**src/rtl/dbg_uart_loader.sv**
```systemverilog
// Debug command engine: turns a host byte stream into CPU hold/release control
// and word accesses on the debug memory port, replying with acks or read data.
module dbg_uart_loader #(
   parameter int unsigned TIMEOUT_CYCLES = 1000000,
   parameter bit          HOLD_ON_RESET  = 1'b1
) (
   input  logic        clk,
   input  logic        n_reset,
   input  logic [7:0]  rx_data,
   input  logic        rx_valid,
   output logic [7:0]  tx_data,
   output logic        tx_valid,
   input  logic        tx_ready,
   output logic        cpu_n_reset,
   output logic        dbg_mem_op,
   output logic [3:0]  dbg_wren,
   output logic [31:0] dbg_adr,
   output logic [31:0] dbg_do,
   input  logic [31:0] dbg_di,
   input  logic        dbg_ready
);

   typedef enum logic [2:0] {IDLE, ADDR, DATA, MEM, RESP} state_t;

   localparam logic [7:0]  CMD_HOLD = 8'h48;
   localparam logic [7:0]  CMD_GO   = 8'h47;
   localparam logic [7:0]  CMD_WR   = 8'h57;
   localparam logic [7:0]  CMD_RD   = 8'h52;
   localparam logic [7:0]  ACK      = 8'h06;
   localparam logic [7:0]  NAK      = 8'h15;
   localparam logic [31:0] TMO_LAST = 32'(TIMEOUT_CYCLES - 1);

   state_t      state;
   logic [1:0]  byte_cnt;
   logic        is_write;
   logic        cpu_hold;
   logic [23:0] addr_sh;
   logic [23:0] data_sh;
   logic [31:0] resp;
   logic [1:0]  resp_left;
   logic [31:0] tmo_cnt;

   assign cpu_n_reset = ~cpu_hold;

   always_ff @(posedge clk or negedge n_reset) begin
      if (!n_reset) begin
         state      <= IDLE;
         byte_cnt   <= 2'd0;
         is_write   <= 1'b0;
         cpu_hold   <= HOLD_ON_RESET;
         addr_sh    <= 24'd0;
         data_sh    <= 24'd0;
         resp       <= 32'd0;
         resp_left  <= 2'd0;
         tmo_cnt    <= 32'd0;
         tx_data    <= 8'd0;
         tx_valid   <= 1'b0;
         dbg_mem_op <= 1'b0;
         dbg_wren   <= 4'h0;
         dbg_adr    <= 32'd0;
         dbg_do     <= 32'd0;
      end else begin
         case (state)
            IDLE: begin
               tmo_cnt  <= 32'd0;
               byte_cnt <= 2'd0;
               if (rx_valid) begin
                  case (rx_data)
                     CMD_HOLD: begin
                        cpu_hold  <= 1'b1;
                        resp      <= {24'd0, ACK};
                        resp_left <= 2'd0;
                        state     <= RESP;
                     end
                     CMD_GO: begin
                        cpu_hold  <= 1'b0;
                        resp      <= {24'd0, ACK};
                        resp_left <= 2'd0;
                        state     <= RESP;
                     end
                     CMD_WR: begin
                        is_write <= 1'b1;
                        state    <= ADDR;
                     end
                     CMD_RD: begin
                        is_write <= 1'b0;
                        state    <= ADDR;
                     end
                     default: begin
                        resp      <= {24'd0, NAK};
                        resp_left <= 2'd0;
                        state     <= RESP;
                     end
                  endcase
               end
            end

            // Address bytes arrive LSB first; the full word lands in dbg_adr on the 4th byte
            ADDR: begin
               if (rx_valid) begin
                  tmo_cnt  <= 32'd0;
                  byte_cnt <= byte_cnt + 2'd1;
                  addr_sh  <= {rx_data, addr_sh[23:8]};
                  if (byte_cnt == 2'd3) begin
                     dbg_adr <= {rx_data, addr_sh} & 32'hFFFF_FFFC;
                     if (is_write) begin
                        state <= DATA;
                     end else if (cpu_hold) begin
                        dbg_mem_op <= 1'b1;
                        dbg_wren   <= 4'h0;
                        state      <= MEM;
                     end else begin
                        resp      <= {24'd0, NAK};
                        resp_left <= 2'd0;
                        state     <= RESP;
                     end
                  end
               end else if (tmo_cnt == TMO_LAST) begin
                  state <= IDLE;
               end else begin
                  tmo_cnt <= tmo_cnt + 32'd1;
               end
            end

            DATA: begin
               if (rx_valid) begin
                  tmo_cnt  <= 32'd0;
                  byte_cnt <= byte_cnt + 2'd1;
                  data_sh  <= {rx_data, data_sh[23:8]};
                  if (byte_cnt == 2'd3) begin
                     if (cpu_hold) begin
                        dbg_do     <= {rx_data, data_sh};
                        dbg_mem_op <= 1'b1;
                        dbg_wren   <= 4'hF;
                        state      <= MEM;
                     end else begin
                        resp      <= {24'd0, NAK};
                        resp_left <= 2'd0;
                        state     <= RESP;
                     end
                  end
               end else if (tmo_cnt == TMO_LAST) begin
                  state <= IDLE;
               end else begin
                  tmo_cnt <= tmo_cnt + 32'd1;
               end
            end

            // Waits indefinitely for the memory; read data is taken on the ready cycle
            MEM: begin
               if (dbg_ready) begin
                  dbg_mem_op <= 1'b0;
                  dbg_wren   <= 4'h0;
                  resp       <= is_write ? {24'd0, ACK} : dbg_di;
                  resp_left  <= is_write ? 2'd0 : 2'd3;
                  state      <= RESP;
               end
            end

            RESP: begin
               if (!tx_valid) begin
                  tx_valid <= 1'b1;
                  tx_data  <= resp[7:0];
               end else if (tx_ready) begin
                  if (resp_left == 2'd0) begin
                     tx_valid <= 1'b0;
                     state    <= IDLE;
                  end else begin
                     tx_data   <= resp[15:8];
                     resp      <= {8'd0, resp[31:8]};
                     resp_left <= resp_left - 2'd1;
                  end
               end
            end

            default: state <= IDLE;
         endcase
      end
   end

endmodule

```
**config.mk**
```make
export PLATFORM = sky130hd
export DESIGN_NAME = dbg_uart_loader
export DESIGN_NICKNAME = d
export VERILOG_FILES = /design/src/rtl/dbg_uart_loader.sv
export SDC_FILE = /design/constraint.sdc
export NUM_CORES = 1
export LEC_CHECK = 0
export CAP_MARGIN = 20
export CORE_MARGIN = 5
export CORE_UTILIZATION = 55
export DETAILED_ROUTE_END_ITERATION = 7
export GPL_TIMING_DRIVEN = 1
export PLACE_DENSITY = 0.88
export SLEW_MARGIN = 10
export SYNTH_ARGS = -nofsm -noshare
export SYNTH_HDL_FRONTEND = slang
export SYNTH_SLANG_ARGS = --single-unit
export TNS_END_PERCENT = 10
```
**constraint.sdc**
```tcl
create_clock -name clk -period 6.3 [get_ports clk]
set_input_delay 1.89 -clock clk [delete_from_list [all_inputs] [get_ports clk]]
set_output_delay 1.89 -clock clk [all_outputs]
set_load 0.02 [all_outputs]
```
==> summary.txt, run 1 <==
Outcome
  – Outcome: complete, no violations

Finish
  – Layout area overhead: 22.8%
  – N_diodes: 0
  – Final non-filler cell area: 10700 sq um
  – Post-Layout Cell Count: 1067
  – Share of cells above drive strength 1: 0.227
  – Nets@finish: 886

Floorplan
  – Die area: 18400 sq um
  – Die Height: 136 microns
  – Core ar.: 15700 sq um
  – DIE WIDTH: 136 microns
  – Row count: 46
  – Starting Density: 0.554
  – Io pins: 124

Synth
  – Synth async-reset ratio: 1.00
  – #FFs+latches synth: 192
  – YS warnings: 0
  – Post-synthesis area per instance: 11.9 sq um
  – Post-synthesis sequential area ratio: 0.552
  – Count of flip-flops with a built-in enable after synthesis: 0
  – Synth Instances: 732
  – Predominant post-synthesis flop cell: dfrtp_1
  – Synthesized area: 8700 sq um
  – Unique cell type count in the Yosys netlist: 64

Placement
  – IO buf count: 121
  – DP HPWL: 12500 microns
  – Inst Count DP: 1032
  – GPL Wtd Cong: 0.879
  – Area after DPL: 10000 sq um

Route
  – Vias: 6174
  – WL final: 19200 microns
  – Initial drt markers: 589
  – WL/cell: 18.0 microns
  – Pre-Repair DR Iteration Count: 5
  – DRC: 0
  – Post-route ant nets: 0
  – Via/cell ratio: 5.79

Power
  – Sequential share of power: 0.457
  – Internal Pwr Total: 2370 uW
  – Clk pwr share: 0.316
  – Overall Power: 3440 uW
  – Maximum VDD drop: 0.000234 V
  – Switching power: 1070 uW
  – Combinational share of power: 0.227
  – Leak: 0.00481 uW
  – Switching fraction of total power: 0.312
  – Pwr dens: 322 nW/um^2

Worst setup path
  – FF-to-FF End: tmo_cnt[27]
  – Crit path max-delay cell type: a21oi_4
  – Reg2reg path depth: 6
  – CP max stage delay: 840 ps
  – Reg-to-reg startpoint: tmo_cnt[23]
  – Critical path launch point: rx_valid
  – Ordered cell list for the critical path: clkdlybuf4s50_1 -> a21boi_0 -> o221ai_1 -> o22ai_1 -> a21oi_4 -> mux2_2
  – Worst EP arrival: 4560 ps
  – CP required: 6620 ps
  – CP Capture Point: resp[4]
  – Startpoint types: input pin
  – Peak fanout along the critical path: 32
  – Critical path capture point type: flop
  – Reg2reg setup slack: 3370 ps
  – Crit path kind: in -> reg

Flow run
  – Max_cap viols: 0

Timing
  – Hold Violations, Final: 0
  – WHS: 485 ps
  – TNS Setup: 0 ps
  – Endpoints failing setup: 0
  – Clock Skew: 10.7 ps
  – Final Max Tran Viols: 0
  – Fin crit share: 0.674
  – Worst slew pin tran: 1050 ps
  – Fmax: 236 MHz
  – RSZ-0062 raised after global routing: no
  – Max_slew headroom: 0.300
  – Final Critical Period: 4250 ps

Clocking
  – Post-CTS resize count: 0
  – CTS Buf Count: 17
  – Post-CTS Setup Repair Bufs: 0
  – H-tree Lvls: 4
  – TritonCTS clock tree: yes
  – CTS Hold Bufs: 0
  – Max clock buf depth: 2
  – Clock slew at reported path FFs: 80 ps
  – CTS sink count: 192
  – Clk Latency, worst-skew pair: 440 ps
  – Root Driver: clkbuf_16

Global routing
  – Largest net degree at the start of global routing: 132
  – First-pass GRT wire length: 31300 microns
  – GRT overflow: 0
  – Vias in the first global route: 6082
  – Total global-route track usage: 0.214
  – Initial antenna violation count: 0

Min path
  – HP Class: reg -> reg
==> Yosys cell counts, types with 4 or more instances <==
master,n,share of area
nand4_1,11,0.0079
or4_1,4,0.0035
a21oi_1,30,0.017
inv_1,16,0.0069
nor2_1,45,0.019
buf_1,4,0.0017
and4_1,4,0.0040
nor3b_1,4,0.0035
nand2b_1,9,0.0065
mux2i_1,19,0.022
nor4_1,8,0.0058
a31oi_1,14,0.010
nand3_1,11,0.0063
a22o_1,13,0.013
and2_1,8,0.0058
buf_4,7,0.0060
o31ai_1,7,0.0060
xnor2_1,9,0.0091
or3_1,4,0.0029
clkbuf_1,18,0.0078
mux2_2,133,0.17
buf_2,17,0.0098
and3_1,4,0.0029
o22ai_1,4,0.0029
nor3_1,11,0.0063
nand2_1,51,0.022
dfrtp_1,191,0.55
o21ai_0,25,0.014
==> layout make-up <==
class / instances / area (sq um)
inverter: 17 / 63.8
tap: 216 / 270
fill: 1085 / 5030
clock inverter: 15 / 170
timing repair buffer: 132 / 1320
clock buffer: 17 / 425
sequential: 192 / 4810
multi-input combinational: 478 / 3630
==> cells by family (layout without fill, tap and decap cells) <==
family,Yosys count,in the layout,share of synthesized area
other,1,2,0.000431
DFF,192,192,0.552
AOI/OAI and AO/OA,118,118,0.0876
xor gates and xnor gates,10,10,0.0101
muxes,152,152,0.194
adders and majority gates,6,6,0.00791
buffers and inverters,63,181,0.0326
and+or+nand+nor,190,190,0.115
==> power groups by stage <==
stage,clock network [uW],logic [uW],registers [uW]
6_report,1090,781,1570
2_1_floorplan,0,510,1560
3_3_place_gp,0,737,1580
3_5_place_dp,0,756,1590
4_1_cts,1110,768,1570
5_1_grt,1160,849,1600
==> cells in the final DEF, fill, tap and decap left out, types with 11 or more instances in the layout <==
| cell | synthesis | final |
|---|---|---|
| nor2_1 | 45 | 43 |
| mux2i_1 | 19 | 19 |
| dfrtp_1 | 191 | 191 |
| a21oi_1 | 30 | 30 |
| nand4_1 | 11 | 11 |
| a31oi_1 | 14 | 14 |
| nand3_1 | 11 | 11 |
| clkdlybuf4s50_1 | 0 | 120 |
| a22o_1 | 13 | 13 |
| clkbuf_16 | 0 | 17 |
| mux2_2 | 133 | 133 |
| nand2_1 | 51 | 51 |
| inv_1 | 16 | 16 |
| o21ai_0 | 25 | 25 |
==> sequential cells by signal, summed over array words and instances (netlist names) <==
register / flops
resp_left: 2
dbg_wren: 1
data_sh: 24
cpu_hold: 1
tx_data: 8
dbg_adr: 30
state: 3
dbg_mem_op: 1
is_write: 1
byte_cnt: 2
tmo_cnt: 32
dbg_do: 32
tx_valid: 1
resp: 32
addr_sh: 22
==> critical path: cells and delay by family <==
family,cells,cell delay [ps]
AO/OA/AOI/OAI,4,1430
buffers and inverters,1,800
multiplexers,1,430
==> stage by stage <==
step                setup WS, ps   util
finish                      2050  0.680
global route                1840  0.680
CTS                         2060  0.677
detailed placement          1610  0.640
global placement            1640  0.640
floorplan                   2850      -
==> worst min path at each step <==
stage	from	to	slack [ps]	cells after the start
finish	dbg_adr[25]	dbg_adr[25]	490	2
global route	resp_left[1]	resp_left[1]	520	1
CTS	dbg_adr[25]	dbg_adr[25]	490	2
detailed placement	dbg_adr[25]	dbg_adr[25]	470	2
global placement	dbg_adr[25]	dbg_adr[25]	470	2
floorplan	tmo_cnt[31]	tmo_cnt[31]	450	1
==> metal layers <==
metal / global-route usage / routed length, microns / vias to the layer above
li1: - / - / 2856
met1: 0.285 / 8130 / 3111
met2: 0.354 / 9880 / 180
met3: 0.0487 / 908 / 27
met4: 0.0605 / 309 / 0
met5: 0 / 0 / -
(Power assumes the default switching activity.)
==> run 2, diff against run 1 <==
Clock period 6.3 ns to 4.18 ns, I/O delays scaled along.
==> run 2 against run 1 <==
Compared with the run above: core utilization increased by 0.61 points; critical path depth up 1; final cell count grew 0.19%; clock power increased by 61%; first-iteration DRC count shrank 35%; clock skew about the same; global-route usage is 0.50 points higher; critical path type unchanged; largest power group unchanged; final area up 0.90%.
==> summary.txt, run 2 (synthesis results as in run 1) <==
Outcome
  – Outcome: complete, no violations

Timing
  – Worst slew pin tran: 821 ps (-226 ps)
  – Final Critical Period: 3160 ps
  – Max_slew headroom: 0.451 (+0.150)
  – TNS Setup: 0 ps (unchanged)
  – Fmax: 316 MHz
  – RSZ-0062 raised after global routing: no
  – Fin crit share: 0.756
  – Final Max Tran Viols: 0 (unchanged)
  – Clock Skew: 10.6 ps (-0.0805 ps)
  – Hold Violations, Final: 0 (unchanged)
  – Setup WS post-layout: 1020 ps (-1030 ps)
  – Endpoints failing setup: 0 (unchanged)

Global routing
  – GRT overflow: 0 (unchanged)
  – Initial antenna violation count: 0 (unchanged)
  – Vias in the first global route: 6242 (+2.6%)
  – Largest net degree at the start of global routing: 92 (-30%)
  – Total global-route track usage: 0.219 (+0.00502)
  – First-pass GRT wire length: 32100 microns (+2.6%)

Route
  – Initial drt markers: 382 (-35%)
  – Via/cell ratio: 5.71 (-1.3%)
  – Post-route ant nets: 0 (unchanged)
  – Pre-Repair DR Iteration Count: 5 (unchanged)
  – DRC: 0 (unchanged)
  – Vias: 6104 (-1.1%)
  – WL/cell: 18.0 microns (about the same)
  – WL final: 19300 microns (+0.22%)

Floorplan
  – Row count: 46 (unchanged)
  – Die Height: 136 microns (unchanged)
  – Core ar.: 15700 sq um (unchanged)
  – Starting Density: 0.554 (unchanged)
  – Die area: 18400 sq um (unchanged)
  – Io pins: 124 (unchanged)
  – DIE WIDTH: 136 microns (unchanged)

Clocking
  – Max clock buf depth: 2 (unchanged)
  – Post-CTS resize count: 0 (unchanged)
  – CTS Hold Bufs: 0 (unchanged)
  – CTS sink count: 192 (unchanged)
  – CTS Buf Count: 17 (unchanged)
  – Post-CTS Setup Repair Bufs: 0 (unchanged)
  – Clk Latency, worst-skew pair: 430 ps (about the same)
  – Root Driver: clkbuf_16
  – H-tree Lvls: 4 (unchanged)
  – TritonCTS clock tree: yes
  – Clock slew at reported path FFs: 70 ps (about the same)

Finish
  – Layout area overhead: 23.9%
  – Nets@finish: 888 (+0.23%)
  – Share of cells above drive strength 1: 0.229 (+0.00181)
  – Fillers: 1128 (+4.0%)
  – Top Registers: dbg_do x32, resp x32, tmo_cnt x32
  – N_diodes: 0 (unchanged)
  – Most frequent cells in the layout: dfrtp_1, mux2_2, clkdlybuf4s50_1, nand2_1, nor2_1
  – Final non-filler cell area: 10800 sq um (+0.90%)
  – Commonest non-fill, non-tap cell in the layout: dfrtp_1

Worst setup path
  – Critical path capture point type: flop
  – CP Capture Point: dbg_adr[27]
  – Worst EP arrival: 3470 ps (-1090 ps)
  – Critical path launch point: rx_valid
  – FF-to-FF End: tmo_cnt[25]
  – Crit path kind: in -> reg
  – Peak fanout along the critical path: 22 (-31%)
  – CP required: 4490 ps (-2130 ps)
  – Reg2reg setup slack: 1480 ps (-1890 ps)
  – Startpoint types: input pin
  – Reg2reg path depth: 5 (-1)
  – Reg-to-reg startpoint: state[1]

Placement
  – Area after DPL: 10100 sq um (+0.87%)
  – IO buf count: 121 (unchanged)
  – DP Worst Slack: 629 ps (-978 ps)
  – DP HPWL: 13000 microns (+4.1%)
  – GPL Wtd Cong: 0.897 (+2.0%)

Min path
  – HP Class: reg -> reg
  – WHS Path Cells: 2 (unchanged)

Flow run
  – Max_cap viols: 0 (unchanged)

Power
  – Leak: 0.00485 uW (+0.80%)
  – Pwr dens: 492 nW/um^2 (+53%)
  – Maximum VDD drop: 0.000371 V (+59%)
run 2: area by class of cell:
class                   instances  area [sq um]  area share
clock buffers                  18           439      0.0407
clock inverters                14           208      0.0193
repair buffers                134          1360       0.126
multi-input cells             478          3630       0.337
flip-flops and latches        192          4810       0.446
well taps                     216           270      0.0251
inverters                      17          63.8     0.00592
run 2: worst min-delay path by stage:
stage / start / endpoint / slack, ps
2_1_floorplan: tmo_cnt[31] / tmo_cnt[31] / 450
3_3_place_gp: dbg_adr[25] / dbg_adr[25] / 470
3_5_place_dp: dbg_adr[25] / dbg_adr[25] / 470
4_1_cts: dbg_adr[25] / dbg_adr[25] / 480
5_1_grt: tmo_cnt[31] / tmo_cnt[31] / 510
6_report: dbg_adr[25] / dbg_adr[25] / 480
run 2: layer usage:
metal / track usage / share of wire / vias to the layer above
li1: - / - / 2847
met1: 0.298 / 0.44 / 3065
met2: 0.349 / 0.50 / 161
met3: 0.0524 / 0.047 / 31
met4: 0.0711 / 0.021 / 0
met5: 0 / 0 / -
run 2: where the power goes:
| group | switching (uW) | internal, uW | leakage, uW | total [uW] |
|---|---|---|---|---|
| sequential | 250 | 2120 | 0.00261 | 2370 |
| combinational | 625 | 559 | 0.00193 | 1180 |
| clock | 724 | 1030 | 0.000306 | 1750 |
run 2: stage by stage:
step | hold slack [ps] | util | instances | power (uW)
floorplan | 451 | - | 733 | 3120
detailed placement | 469 | 0.645 | 1037 | 3580
CTS | 485 | 0.686 | 1069 | 5340
global placement | 469 | 0.645 | 1037 | 3520
global route | 510 | 0.686 | 1069 | 5560
finish | 482 | 0.686 | 1069 | 5310
run 2: worst max-delay path, cell delays in order:
cell             delay (ps)
clkdlybuf4s50_1         590
buf_4                   220
or2b_1                  310
nor2_2                  160
nand2_1                 330
buf_12                  300
mux2_2                  290
